`src/rtl/lsu_axil_if.sv`:
```
// AXI-Lite master/slave bundle used by the load/store unit: 32-bit data,
// parameterised address width.
interface lsu_axil_if #(
    parameter int ADDR_WIDTH = 16
);
    logic [ADDR_WIDTH-1:0] araddr;
    logic                  arvalid;
    logic                  arready;
    logic [31:0]           rdata;
    logic [1:0]            rresp;
    logic                  rvalid;
    logic                  rready;

    logic [ADDR_WIDTH-1:0] awaddr;
    logic                  awvalid;
    logic                  awready;
    logic [31:0]           wdata;
    logic [3:0]            wstrb;
    logic                  wvalid;
    logic                  wready;
    logic [1:0]            bresp;
    logic                  bvalid;
    logic                  bready;

    modport master (
        output araddr, arvalid, rready, awaddr, awvalid, wdata, wstrb, wvalid, bready,
        input  arready, rdata, rresp, rvalid, awready, wready, bresp, bvalid
    );

    modport slave (
        input  araddr, arvalid, rready, awaddr, awvalid, wdata, wstrb, wvalid, bready,
        output arready, rdata, rresp, rvalid, awready, wready, bresp, bvalid
    );
endinterface

```
`src/rtl/lsu_axil.sv`:
```
// Single-outstanding load/store unit: turns one CPU byte/half/word access into
// an AXI-Lite read or write, with alignment checking and load extension.
module lsu_axil #(
    parameter  int XLEN         = 32,
    parameter  int ADDR_WIDTH   = 16,
    localparam int LS_SEL_WIDTH = 3
) (
    input  logic                  i_Clock,
    input  logic                  i_Reset_N,
    input  logic                  i_Req_Valid,
    output logic                  o_Req_Ready,
    input  logic [LS_SEL_WIDTH:0] i_Load_Store_Type,
    input  logic [XLEN-1:0]       i_Addr,
    input  logic [XLEN-1:0]       i_Data,
    output logic [XLEN-1:0]       o_Data,
    output logic                  o_Done,
    output logic                  o_Misaligned,
    output logic                  o_Error,
    lsu_axil_if.master            m_axil
);
    localparam logic [LS_SEL_WIDTH:0] LS_TYPE_LB  = (LS_SEL_WIDTH+1)'(1);
    localparam logic [LS_SEL_WIDTH:0] LS_TYPE_LH  = (LS_SEL_WIDTH+1)'(2);
    localparam logic [LS_SEL_WIDTH:0] LS_TYPE_LW  = (LS_SEL_WIDTH+1)'(3);
    localparam logic [LS_SEL_WIDTH:0] LS_TYPE_LBU = (LS_SEL_WIDTH+1)'(4);
    localparam logic [LS_SEL_WIDTH:0] LS_TYPE_LHU = (LS_SEL_WIDTH+1)'(5);
    localparam logic [LS_SEL_WIDTH:0] LS_TYPE_SB  = (LS_SEL_WIDTH+1)'(6);
    localparam logic [LS_SEL_WIDTH:0] LS_TYPE_SH  = (LS_SEL_WIDTH+1)'(7);
    localparam logic [LS_SEL_WIDTH:0] LS_TYPE_SW  = (LS_SEL_WIDTH+1)'(8);

    typedef enum logic [2:0] {
        IDLE, READ_ADDR, READ_DATA, WRITE_REQ, WRITE_RESP, DONE
    } state_t;

    typedef enum logic [1:0] {SZ_BYTE, SZ_HALF, SZ_WORD} size_t;

    state_t                state_q, state_d;
    size_t                 req_size, size_q;
    logic                  req_load, req_store, req_sext, req_misaligned;
    logic                  sext_q, mis_q, err_q, aw_done, w_done;
    logic [ADDR_WIDTH-1:0] addr_q;
    logic [XLEN-1:0]       data_q, load_ext;
    logic [31:0]           rdata_shifted;
    logic                  aw_hs, w_hs;
    logic                  unused_addr_bits;

    assign unused_addr_bits = ^i_Addr[XLEN-1:ADDR_WIDTH];

    // NOTE: every always_comb output gets a default first, so no path can infer a latch.
    always_comb begin
        req_load  = 1'b0;
        req_store = 1'b0;
        req_sext  = 1'b0;
        req_size  = SZ_WORD;
        case (i_Load_Store_Type)
            LS_TYPE_LB:  begin req_load  = 1'b1; req_sext = 1'b1; req_size = SZ_BYTE; end
            LS_TYPE_LH:  begin req_load  = 1'b1; req_sext = 1'b1; req_size = SZ_HALF; end
            LS_TYPE_LW:  begin req_load  = 1'b1; end
            LS_TYPE_LBU: begin req_load  = 1'b1; req_size = SZ_BYTE; end
            LS_TYPE_LHU: begin req_load  = 1'b1; req_size = SZ_HALF; end
            LS_TYPE_SB:  begin req_store = 1'b1; req_size = SZ_BYTE; end
            LS_TYPE_SH:  begin req_store = 1'b1; req_size = SZ_HALF; end
            LS_TYPE_SW:  begin req_store = 1'b1; end
            default:     ;
        endcase
        req_misaligned = (req_load || req_store) &&
                         ((req_size == SZ_HALF && i_Addr[0]) ||
                          (req_size == SZ_WORD && i_Addr[1:0] != 2'b00));
    end

    // Valid/ready outputs depend only on state and completion flags.
    assign o_Req_Ready    = (state_q == IDLE);
    assign o_Done         = (state_q == DONE);
    assign o_Misaligned   = o_Done && mis_q;
    assign o_Error        = o_Done && err_q;
    assign m_axil.arvalid = (state_q == READ_ADDR);
    assign m_axil.rready  = (state_q == READ_DATA);
    assign m_axil.awvalid = (state_q == WRITE_REQ) && !aw_done;
    assign m_axil.wvalid  = (state_q == WRITE_REQ) && !w_done;
    assign m_axil.bready  = (state_q == WRITE_RESP);
    assign m_axil.araddr  = {addr_q[ADDR_WIDTH-1:2], 2'b00};
    assign m_axil.awaddr  = {addr_q[ADDR_WIDTH-1:2], 2'b00};

    assign aw_hs = m_axil.awvalid && m_axil.awready;
    assign w_hs  = m_axil.wvalid && m_axil.wready;

    always_comb begin
        state_d = state_q;
        case (state_q)
            IDLE: if (i_Req_Valid) begin
                if (req_misaligned || !(req_load || req_store)) state_d = DONE;
                else if (req_load)                                state_d = READ_ADDR;
                else                                              state_d = WRITE_REQ;
            end
            READ_ADDR:  if (m_axil.arready) state_d = READ_DATA;
            READ_DATA:  if (m_axil.rvalid)  state_d = DONE;
            WRITE_REQ:  if ((aw_done || aw_hs) && (w_done || w_hs)) state_d = WRITE_RESP;
            WRITE_RESP: if (m_axil.bvalid)  state_d = DONE;
            DONE:       state_d = IDLE;
            default:    state_d = IDLE;
        endcase
    end

    always_comb begin
        rdata_shifted = m_axil.rdata >> {addr_q[1:0], 3'b000};
        case (size_q)
            SZ_BYTE: load_ext = {{(XLEN-8){sext_q & rdata_shifted[7]}}, rdata_shifted[7:0]};
            SZ_HALF: load_ext = {{(XLEN-16){sext_q & rdata_shifted[15]}}, rdata_shifted[15:0]};
            default: load_ext = XLEN'(rdata_shifted);
        endcase

        m_axil.wstrb = 4'b1111;
        m_axil.wdata = data_q[31:0];
        case (size_q)
            SZ_BYTE: begin
                m_axil.wstrb = 4'b0001 << addr_q[1:0];
                m_axil.wdata = {4{data_q[7:0]}};
            end
            SZ_HALF: begin
                m_axil.wstrb = 4'b0011 << addr_q[1:0];
                m_axil.wdata = {2{data_q[15:0]}};
            end
            default: ;
        endcase
    end

    // NOTE: sequential state uses non-blocking assignments so every flop samples pre-edge values.
    always_ff @(posedge i_Clock) begin
        if (!i_Reset_N) begin
            state_q <= IDLE;
            aw_done <= 1'b0;
            w_done  <= 1'b0;
            mis_q   <= 1'b0;
            err_q   <= 1'b0;
            o_Data  <= '0;
        end else begin
            state_q <= state_d;
            case (state_q)
                IDLE: if (i_Req_Valid) begin
                    mis_q <= req_misaligned;
                    err_q <= 1'b0;
                end
                READ_DATA: if (m_axil.rvalid) begin
                    err_q  <= |m_axil.rresp;
                    o_Data <= load_ext;
                end
                WRITE_REQ: if (state_d == WRITE_RESP) begin
                    aw_done <= 1'b0;
                    w_done  <= 1'b0;
                end else begin
                    if (aw_hs) aw_done <= 1'b1;
                    if (w_hs)  w_done  <= 1'b1;
                end
                WRITE_RESP: if (m_axil.bvalid) err_q <= |m_axil.bresp;
                default: ;
            endcase
        end
    end

    // NOTE: request payload is pure datapath, only read after a capture, so it carries no reset.
    always_ff @(posedge i_Clock) begin
        if (o_Req_Ready && i_Req_Valid) begin
            addr_q <= i_Addr[ADDR_WIDTH-1:0];
            data_q <= i_Data;
            size_q <= req_size;
            sext_q <= req_sext;
        end
    end
endmodule

```
`src/flat_wrapper.sv`:
```
// flat-port wrapper written by rule: the top's interface ports become plain ports
module lsu_axil_flat 
#(
    parameter  int XLEN         = 32,
    parameter  int ADDR_WIDTH   = 16,
    localparam int LS_SEL_WIDTH = 3
)
  (i_Clock, i_Reset_N, i_Req_Valid, o_Req_Ready, i_Load_Store_Type, i_Addr, i_Data, o_Data, o_Done, o_Misaligned, o_Error, m_axil_araddr, m_axil_arvalid, m_axil_rready, m_axil_awaddr, m_axil_awvalid, m_axil_wdata, m_axil_wstrb, m_axil_wvalid, m_axil_bready, m_axil_arready, m_axil_rdata, m_axil_rresp, m_axil_rvalid, m_axil_awready, m_axil_wready, m_axil_bresp, m_axil_bvalid);
  lsu_axil_if #(.ADDR_WIDTH(ADDR_WIDTH)) m_axil_i ();
  input  logic i_Clock;
  input  logic i_Reset_N;
  input  logic i_Req_Valid;
  output logic o_Req_Ready;
  input  logic [LS_SEL_WIDTH:0] i_Load_Store_Type;
  input  logic [XLEN-1:0] i_Addr;
  input  logic [XLEN-1:0] i_Data;
  output logic [XLEN-1:0] o_Data;
  output logic o_Done;
  output logic o_Misaligned;
  output logic o_Error;
  output wire logic [$bits(m_axil_i.araddr)-1:0] m_axil_araddr;
  output wire logic [$bits(m_axil_i.arvalid)-1:0] m_axil_arvalid;
  output wire logic [$bits(m_axil_i.rready)-1:0] m_axil_rready;
  output wire logic [$bits(m_axil_i.awaddr)-1:0] m_axil_awaddr;
  output wire logic [$bits(m_axil_i.awvalid)-1:0] m_axil_awvalid;
  output wire logic [$bits(m_axil_i.wdata)-1:0] m_axil_wdata;
  output wire logic [$bits(m_axil_i.wstrb)-1:0] m_axil_wstrb;
  output wire logic [$bits(m_axil_i.wvalid)-1:0] m_axil_wvalid;
  output wire logic [$bits(m_axil_i.bready)-1:0] m_axil_bready;
  input wire logic [$bits(m_axil_i.arready)-1:0] m_axil_arready;
  input wire logic [$bits(m_axil_i.rdata)-1:0] m_axil_rdata;
  input wire logic [$bits(m_axil_i.rresp)-1:0] m_axil_rresp;
  input wire logic [$bits(m_axil_i.rvalid)-1:0] m_axil_rvalid;
  input wire logic [$bits(m_axil_i.awready)-1:0] m_axil_awready;
  input wire logic [$bits(m_axil_i.wready)-1:0] m_axil_wready;
  input wire logic [$bits(m_axil_i.bresp)-1:0] m_axil_bresp;
  input wire logic [$bits(m_axil_i.bvalid)-1:0] m_axil_bvalid;
  assign m_axil_araddr = m_axil_i.araddr;
  assign m_axil_arvalid = m_axil_i.arvalid;
  assign m_axil_rready = m_axil_i.rready;
  assign m_axil_awaddr = m_axil_i.awaddr;
  assign m_axil_awvalid = m_axil_i.awvalid;
  assign m_axil_wdata = m_axil_i.wdata;
  assign m_axil_wstrb = m_axil_i.wstrb;
  assign m_axil_wvalid = m_axil_i.wvalid;
  assign m_axil_bready = m_axil_i.bready;
  assign m_axil_i.arready = m_axil_arready;
  assign m_axil_i.rdata = m_axil_rdata;
  assign m_axil_i.rresp = m_axil_rresp;
  assign m_axil_i.rvalid = m_axil_rvalid;
  assign m_axil_i.awready = m_axil_awready;
  assign m_axil_i.wready = m_axil_wready;
  assign m_axil_i.bresp = m_axil_bresp;
  assign m_axil_i.bvalid = m_axil_bvalid;
  lsu_axil #(.XLEN(XLEN), .ADDR_WIDTH(ADDR_WIDTH)) u_core (.i_Clock(i_Clock), .i_Reset_N(i_Reset_N), .i_Req_Valid(i_Req_Valid), .o_Req_Ready(o_Req_Ready), .i_Load_Store_Type(i_Load_Store_Type), .i_Addr(i_Addr), .i_Data(i_Data), .o_Data(o_Data), .o_Done(o_Done), .o_Misaligned(o_Misaligned), .o_Error(o_Error), .m_axil(m_axil_i));
endmodule
```
`config.mk`:
```
export PLATFORM = sky130hd
export DESIGN_NAME = lsu_axil_flat
export DESIGN_NICKNAME = d
export VERILOG_FILES = /design/src/rtl/lsu_axil_if.sv /design/src/rtl/lsu_axil.sv /design/src/flat_wrapper.sv
export SDC_FILE = /design/constraint.sdc
export NUM_CORES = 1
export LEC_CHECK = 0
export CAP_MARGIN = 5
export CORE_ASPECT_RATIO = 1.4
export CORE_MARGIN = 2
export CORE_UTILIZATION = 41
export DETAILED_ROUTE_END_ITERATION = 6
export GPL_TIMING_DRIVEN = 0
export PLACE_DENSITY = 0.82
export SLEW_MARGIN = 20
export SYNTH_ARGS = -nofsm -noshare
export SYNTH_HDL_FRONTEND = slang
export SYNTH_SLANG_ARGS = --single-unit
```
`constraint.sdc`:
```
create_clock -name i_Clock -period 3.7 [get_ports i_Clock]
set_input_delay 1.11 -clock i_Clock [delete_from_list [all_inputs] [get_ports i_Clock]]
set_output_delay 1.11 -clock i_Clock [all_outputs]
set_load 0.02 [all_outputs]
```
==> flow_summary.json <==
{
  "max-slew-margin-rel_pct": 43.1,
  "cts_buffer_depth": 2,
  "numCtsBuffers": 9,
  "ir_worst_vdd_uv": 454,
  "antenna_found_initial": 0,
  "yosys-top-cells-area": "edfxtp_1 35%, dfxtp_1 18%, buf_4 6.8%, nand2_1 6.1%, a21oi_1 5.7%",
  "netlist_area_um2": 4430,
  "cp-startpoint": "u_core.size_q[0]",
  "r2r_setup_slack_ns": 1.62,
  "drc": 0,
  "max_freq_mhz": 284,
  "worst_pin_slew_ns": 0.850,
  "initial_core_util_pct": 42.3,
  "synth_edf_count": 51,
  "cts_sinks": 90,
  "gp_congestion": 0.941,
  "die_area_um2": 11700,
  "crit-reg2reg-launch": "u_core.addr_q[0]",
  "yosysTopAreaCell": "edfxtp_1",
  "root_buffer": "clkbuf_16",
  "power_density_nw_per_um2": 504,
  "critPathSlowestCell": "clkdlybuf4s50_1",
  "track_usage_pct": 24.1,
  "clk_pin_slew_worst_paths_ns": 0.06,
  "worst_slack_ns": 0.181,
  "start_kind": "register",
  "yosysWarningCount": 0,
  "drive_gt1_share_pct": 12.8,
  "first_global_vias": 4260,
  "netlist_instances": 448,
  "ys_top_cells_by_count": "72 x nand2_1, 51 x edfxtp_1, 50 x a21oi_1",
  "cap_violations": 0,
  "wl_per_cell_um": 17.8,
  "worst_hold_path.num_cells": 2,
  "die_h_um": 127,
  "ys_seq_area_share_pct": 52.2,
  "routed_wl_um": 14300,
  "power_leakage_uw": 0.00265,
  "outcome": "finished clean",
  "setup_viol": 0,
  "ys_ff_latch": 90,
  "min_to": "u_core.err_q",
  "grt_setup_unrepaired": "false",
  "reg2regPathDepth": 4,
  "maxSlewViolCount": 0,
  "yosysMostFrequentCell": "nand2_1",
  "finalCriticalPeriod_ns": 3.52,
  "avgSynthCellArea_um2": 9.88,
  "gr-total-overflow": 0,
  "std_cell_rows": 44,
  "synth_flop_cell": "edfxtp_1",
  "crit_chain": "buf_1, mux2i_1, o21ai_0, clkdlybuf4s50_1",
  "h-tree-depth": 3,
  "arrival_ns": 2.41,
  "cp.required_ns": 2.59,
  "port_buffers": 196,
  "hold_path.class": "register to register",
  "hold_buffers": 0,
  "dp_slack_ns": 0.365,
  "viasPerCell": 5.17,
  "grt_pass1_wl_um": 21900,
  "hold_viol": 0,
  "antenna_cells": 0,
  "path_class": "register to output pin",
  "final_nets": 770,
  "hpwl_um": 10900,
  "vias": 4144,
  "cp-end-kind": "output pin",
  "coreArea_um2": 10500,
  "max_stage_delay_ns": 0.66,
  "min_from": "u_core.err_q",
  "syn2layout_area_growth_pct": 54.7,
  "ioPinCount": 221,
  "ys_types": 39,
  "clock_latency_ns": 0.34,
  "firstDrtPassIters": 5,
  "synth_top_area_share_pct": 34.6,
  "grt_max_degree": 55,
  "finalCritPeriodShare_pct": 95.1,
  "rr_endpoint": "u_core.o_Data[12]",
  "critPathMaxFanout": 10,
  "async_flop_share_pct": 0,
  "initialDrtViolationCount": 243,
  "skew_ns": 0.00625,
  "dp_cells": 785,
  "ant_nets": 0,
  "cts_tree": "yes",
  "stdcell_count": 801,
  "die_w_um": 91.8
}
cell type report:
cell class | instances | area, um^2
buffer | 69 | 433
clock inverter | 3 | 16.3
tap | 138 | 173
sequential | 90 | 2310
timing repair buffer | 196 | 1960
clock buffer | 13 | 251
fill | 840 | 3620
multi-input combinational | 285 | 1670
inverter | 7 | 26.3
cell usage in the layout (no fill, tap or decap), types with 3 or more instances in the layout:
cell type / n
mux2i_1: 23
buf_2: 6
a21boi_0: 9
nor2b_1: 4
dfxtp_1: 39
clkbuf_1: 19
edfxtp_1: 51
buf_1: 3
a21oi_1: 50
buf_4: 40
clkbuf_16: 9
o21bai_1: 3
inv_1: 7
o211ai_1: 8
nand2_1: 72
conb_1: 4
nor3_1: 7
nor2_1: 16
nand3_1: 3
mux2_2: 18
o21ai_0: 48
clkdlybuf4s50_1: 196
kinds of logic (layout without fill, tap and decap cells):
group	Yosys count	after routing	synth area share, %
DFF	90	90	52.2
and+or+nand+nor	111	111	10.8
buffers and inverters	76	288	10.3
AOI/OAI and AO/OA	127	127	16.1
xor gates and xnor gates	1	1	0.198
muxes	42	42	10.3
other	1	4	0.0847
power by group:
part / leakage (uW) / internal, uW / switching (uW)
Clock: 0.000137 / 475 / 358
Combinational: 0.00172 / 622 / 684
Sequential: 0.000799 / 1230 / 78.2
per-stage QoR:
step	power [uW]	setup TNS, ns	util [%]	instance area, um^2	hold slack [ns]
6_report	3450	0	65.4	6840	0.459
5_1_grt	3590	0	65.4	6840	0.493
4_1_cts	3450	0	65.4	6840	0.467
3_5_place_dp	2620	0	62.8	6570	0.457
3_3_place_gp	2600	-3.45	62.8	6570	0.451
2_1_floorplan	2030	0	-	4440	0.431
routing by layer:
layer | track usage, % | share of wire, % | vias to the layer above | routed length (um)
met5 | 0 | 0 | - | 0
met4 | 9.13 | 2.7 | 0 | 390
met3 | 5.29 | 6.1 | 25 | 864
met2 | 45.6 | 55 | 194 | 7820
met1 | 25.8 | 36 | 1961 | 5170
li1 | - | - | 1964 | -
registers in the layout, indices dropped and copies added (netlist names):
name,count
u_core.data_q,32
u_core.o_Data,32
u_core.addr_q,16
u_core.state_q,3
u_core.size_q,2
u_core.aw_done,1
u_core.err_q,1
u_core.mis_q,1
u_core.sext_q,1
u_core.w_done,1
repair_timing:
| action | CTS | global route |
|---|---|---|
| pin swaps | 0 | 0 |
| setup buffers | 0 | 0 |
| setup endpoints to repair | 1 | 1 |
| resized for setup | 1 | 2 |
| cloned | 0 | 0 |
worst max-delay path: cells and delay by family (launching register included):
family	cells	cell delay, ns
buf+inv	2	1.24
flops	1	0.40
compound gates	1	0.23
mux	1	0.20
worst max-delay path by stage:
stage | endpoint | slack (ns) | cells after the start
floorplan | u_core.state_q[1] | 0.72 | 6
CTS | m_axil_wdata[14] | 0.13 | 6
global placement | u_core.state_q[1] | -0.34 | 5
detailed placement | m_axil_wdata[26] | 0.37 | 5
finish | m_axil_wdata[25] | 0.18 | 4
global route | m_axil_wdata[25] | 0.09 | 4
No activity file was read; power rests on OpenSTA's default activity.
